**config.mk**
```make
export PLATFORM = sky130hd
export DESIGN_NAME = alu
export DESIGN_NICKNAME = d
export VERILOG_FILES = /design/src/rtl/alu.sv
export SDC_FILE = /design/constraint.sdc
export NUM_CORES = 1
export LEC_CHECK = 0
export CORE_MARGIN = 1
export CORE_UTILIZATION = 50
export DETAILED_ROUTE_END_ITERATION = 10
export DONT_BUFFER_PORTS = 1
export GPL_ROUTABILITY_DRIVEN = 0
export PLACE_DENSITY = 0.61
export SYNTH_ARGS = -nofsm -noshare
export SYNTH_HDL_FRONTEND = slang
export SYNTH_SLANG_ARGS = --single-unit
```
**constraint.sdc**
```tcl
create_clock -name vclk -period 5.6
set_input_delay 1.12 -clock vclk [all_inputs]
set_output_delay 1.12 -clock vclk [all_outputs]
set_load 0.005 [all_outputs]
```
**src/rtl/alu.sv**
```systemverilog
// 32-bit ALU: seven combinational ops plus an optional multi-cycle
// unsigned MOD unit (restoring shift-subtract, 32 cycles per result).
//
// Build option: define ALU_MOD_EN to include the MOD unit. Without it,
// ALUop 111 returns 0, start is ignored and done is tied high.
//
// Ports:
//   clk    - clock, all state on rising edge
//   rst_n  - asynchronous active-low reset
//   start  - MOD launch request (only honoured with ALUop 111 in IDLE)
//   A, B   - 32-bit operands
//   ALUop  - 000 AND, 001 OR, 010 XOR, 011 NOR, 100 SLT,
//            101 ADD, 110 SUB, 111 MOD (remainder register)
//   Result - operation result
//   done   - high when the MOD unit is idle / its result is valid
module alu (
    input  logic        clk,
    input  logic        rst_n,
    input  logic        start,
    input  logic [31:0] A,
    input  logic [31:0] B,
    input  logic [2:0]  ALUop,
    output logic [31:0] Result,
    output logic        done
);

    localparam logic [2:0] OP_AND = 3'b000;
    localparam logic [2:0] OP_OR  = 3'b001;
    localparam logic [2:0] OP_XOR = 3'b010;
    localparam logic [2:0] OP_NOR = 3'b011;
    localparam logic [2:0] OP_SLT = 3'b100;
    localparam logic [2:0] OP_ADD = 3'b101;
    localparam logic [2:0] OP_SUB = 3'b110;
    localparam logic [2:0] OP_MOD = 3'b111;

    logic [31:0] mod_res;
    logic        slt;

    assign slt = $signed(A) < $signed(B);

`ifdef ALU_MOD_EN

    localparam logic [0:0] IDLE = 1'b0;
    localparam logic [0:0] BUSY = 1'b1;

    logic [0:0]  state_q;
    logic [4:0]  cnt_q;
    logic [31:0] dvd_q;
    logic [31:0] dvs_q;
    logic [31:0] part_q;
    logic [31:0] rem_q;

    logic [32:0] r_sh;
    logic [32:0] sub;
    logic        ge;
    logic [31:0] part_nxt;
    logic        unused_mod;

    // One restoring step: bring in the next dividend bit, subtract the
    // divisor if it fits. r_sh is 33 bits so the compare never wraps.
    assign r_sh     = {part_q, dvd_q[31]};
    assign sub      = r_sh - {1'b0, dvs_q};
    assign ge       = r_sh >= {1'b0, dvs_q};
    assign part_nxt = ge ? sub[31:0] : r_sh[31:0];

    // With a zero divisor the top bit of sub is simply dropped; the
    // partial remainder then just accumulates the dividend.
    assign unused_mod = sub[32];

    always_ff @(posedge clk or negedge rst_n) begin
        if (!rst_n) begin
            state_q <= IDLE;
            cnt_q   <= 5'd0;
            dvd_q   <= 32'd0;
            dvs_q   <= 32'd0;
            part_q  <= 32'd0;
            rem_q   <= 32'd0;
        end else begin
            unique case (state_q)
                IDLE: begin
                    if (start && (ALUop == OP_MOD)) begin
                        dvd_q   <= A;
                        dvs_q   <= B;
                        part_q  <= 32'd0;
                        cnt_q   <= 5'd0;
                        state_q <= BUSY;
                    end
                end
                BUSY: begin
                    part_q <= part_nxt;
                    dvd_q  <= {dvd_q[30:0], 1'b0};
                    cnt_q  <= cnt_q + 5'd1;
                    if (cnt_q == 5'd31) begin
                        rem_q   <= part_nxt;
                        state_q <= IDLE;
                    end
                end
                default: state_q <= IDLE;
            endcase
        end
    end

    assign mod_res = rem_q;
    assign done    = (state_q == IDLE);

`else

    logic unused_nomod;

    assign unused_nomod = ^{clk, rst_n, start};
    assign mod_res      = 32'd0;
    assign done         = 1'b1;

`endif

    always_comb begin
        Result = 32'd0;
        unique case (ALUop)
            OP_AND:  Result = A & B;
            OP_OR:   Result = A | B;
            OP_XOR:  Result = A ^ B;
            OP_NOR:  Result = ~(A | B);
            OP_SLT:  Result = {31'd0, slt};
            OP_ADD:  Result = A + B;
            OP_SUB:  Result = A - B;
            OP_MOD:  Result = mod_res;
            default: Result = 32'd0;
        endcase
    end

endmodule

```
# After elaboration in Yosys (flattened, before gate mapping)
# Index checks and enable logic that the tools add are counted.
# Widths: inputs -> output; s select.
# word_totals
regBits	0
# op_classes
mux	1
n_lt_le_gt_ge	1
n_reduce_logical	1
add_sub_neg	2
eq_ne	7
bitwise_logic	4
# op_table
op	count
$pmux 32 s8	1
$add 32x32->32	1
$and 32x32->32	1
$lt 32x32->1	1
$not 32->32	1
$or 32x32->32	1
$sub 32x32->32	1
$xor 32x32->32	1
$eq 3x3->1 const B	4
$eq 3x2->1 const B	2
$eq 3x1->1 const B	1
$logic_not 3->1	1

# Depth between registers and ports, before layout
# logic_depth
ltp_word	3
mapped_depth	12

# Worst setup path before layout
# Ideal clock, no wire load.
# synth_path
path_kind	input to output
from	in B[3]
to	out Result[29]
stages	12
setup_slack_ps	811
required_time_ps	4480
t_arrival_ps	3669
n_path_buf	1
path_cell_list	inv_1 -> ha_1 -> buf_2 -> o211ai_1 -> o21a_1 -> a2111o_1 -> and2_4 -> a2111oi_4 -> and3_1 -> a211o_1 -> mux2_1 -> or3_1
# synth_via
elab_chain_len	2
# synth_rtl
element	line_no	rtl
start, declared	21	input logic [31:0] B,
$sub 32x32->32 or $add 32x32->32 (tied branches)	125, 124	
$pmux 32 s8 (*)	118	unique case (ALUop)
end, declared	23	output logic [31:0] Result,
# Every way passes the cells marked *; elsewhere a longest branch is shown, timed or not.

# Worst setup path in the final report
# layout_path
from	in B[9]
to	out Result[29]
# Same word-level chain as after synthesis.

==> flow_summary.toml <==
[floorplanning]
start_util_pct = 51.6
io_pins = 103
rows = 38
fp.dieW_um = 108
die-area_um2 = 11700
fp.coreArea_um2 = 10900
die_y_um = 108

[run_status]
status = "finished clean"

[min_path]
worstHoldPathType = "input port to primary output"

[sta]
fin_crit_sh_pct = 93.5
finalSetupViolCount = 0
drv_slew = 0
fin_crit_ns = 5.24
rsz0062_at_grt = "false"
hold_violations = 0
worstMarginPinSlew_ns = 1.28
max_freq_mhz = 191
slew_headroom_pct = 14.4
setup-tns-final_ns = 0

[place]
dpl.hpwl_um = 13600
placed_cells = 960
port_buffers = 0
place_area_um2 = 5630

[route]
ant_nets = 0
first_pass_iters = 5
wl_per_cell_um = 18.9
vias = 6275
routed_wl_um = 18100
first_iter_violations = 539
viasPerCell = 6.54
drc_errors = 0

[critical_path]
slowest_delay_ns = 0.56
crit_arrival_ns = 4.12
worst-path-buf-inv = 1
required_ns = 4.48
cp_top_family = "compound AO/OA/AOI/OAI gates"
endpoint_kind = "primary output"
worst_setup_path_start_kind = "input port"
critPathMaxFanout = 12
cp_cell_sequence = "inv_1 > ha_1 > nand3_1 > a2111o_1 > and2_4 > a2111oi_4 > and3_1 > a211o_1 > mux2_1 > or3_1"
crit_type = "input port to primary output"
crit_slowest_cell = "ha_1"

[global_routing]
grt_pass1_wl_um = 28800
grt_overflow = 0
grt_antenna_before_repair = 0
grt_max_degree = 77
first_global_vias = 5763
track_usage_pct = 30.1

[final_layout]
seqCellArea_um2 = 0
synthToLayoutAreaGrowth_pct = -0.155
nNetsFinal = 991
multi_input_area_um2 = 5020
n_antenna_cell = 0
nFillCells = 1140
final_cell_area_um2 = 5630
drive_gt1_share_pct = 4.51
clockBufferCount = 0
design.seq.count = 0
layout.cells.non_filler = 960

[synthesis]
ys_types = 84
ys_seq_area_share_pct = 0
syn-cell-area_um2 = 5640
syn_inst = 868
syn_nets = 1037
synth_warnings = 0
syn_area_per_cell_um2 = 6.50

[power]
total_power_mw = 0.572
power.density_nw_per_um2 = 102
ir_drop_uv = 40.8
p_leak_nw = 2.62

[clock_tree]
hold_buffers = 0
cts-resized-gates = 0
cts_setup_buffers = 0

[job]
maxCapViolCount = 0
## worst paths after layout
check	startpoint	endpoint	slack, ns	depth (start not counted)
worst max-delay path	B[9]	Result[29]	0.36	10
worst min-delay path	ALUop[1]	Result[24]	2.32	1
## cells by family after synthesis
family                     after synthesis  share of synthesized area (%)
AOI/OAI and AO/OA                      319                           38.0
other                                    1                         0.0665
and+or+nand+nor                        245                           20.9
adders and majority gates               99                           22.2
xor gates and xnor gates                34                           5.28
buffers and inverters                  156                           11.0
muxes                                   14                           2.55
## cells in the mapped netlist, types with 6 or more instances
library cell / count / area (µm²)
a211oi_1: 12 / 90.1
a21o_1: 19 / 143
a21oi_1: 93 / 465
a221oi_1: 11 / 96.3
a22oi_1: 6 / 45.0
a31oi_1: 12 / 75.1
and3_1: 6 / 37.5
buf_2: 9 / 45.0
clkbuf_1: 39 / 146
ha_1: 97 / 1210
inv_1: 94 / 353
mux2i_1: 11 / 110
nand2_1: 52 / 195
nand2b_1: 13 / 81.3
nand3_1: 18 / 90.1
nand4_1: 6 / 37.5
nor2_1: 95 / 357
nor2b_1: 11 / 68.8
nor3_1: 17 / 85.1
o21ai_0: 49 / 245
o21ai_1: 9 / 45.0
o21bai_1: 11 / 82.6
o22ai_1: 16 / 100
o31ai_1: 12 / 90.1
xnor2_1: 29 / 254
## cell type report
cell class	count	area share, %
timing repair buffer	9	1.20
inverter	99	6.60
multi-input combinational	712	89.1
tap	140	3.11
## stage by stage
stage,setup WS (ns),util [%],hold WS [ns]
after floorplan,0.811,-,2.54
after global placement,0.457,51.5,2.32
after detailed placement,0.439,51.5,2.31
after global routing,0.207,51.5,2.32
final,0.362,51.5,2.32
after CTS,0.434,51.5,2.31
## cells in the final DEF (no fill, tap or decap), types with 16 or more instances in the layout
| cell type | count |
|---|---|
| ha_1 | 97 |
| nor2_1 | 95 |
| inv_1 | 94 |
| a21oi_1 | 93 |
| nand2_1 | 52 |
| o21ai_0 | 49 |
| xnor2_1 | 29 |
| a21o_1 | 19 |
| nand3_1 | 18 |
| nor3_1 | 17 |
| o22ai_1 | 16 |
## report_power, final
part	internal (mW)	switching [mW]	total, mW
logic	0.222	0.350	0.572
clock network	0	0	0
registers	0	0	0
## metal layers
layer | wire (µm) | vias to the layer above | GRT usage (%) | share of wire, %
met3 | 1360 | 30 | 2.17 | 7.5
met5 | 0 | - | 0 | 0
met2 | 8530 | 270 | 51.7 | 47
met4 | 253 | 0 | 5.77 | 1.4
met1 | 8000 | 2974 | 41.0 | 44
li1 | - | 3001 | - | -
No activity file was read; power rests on OpenSTA's default activity.
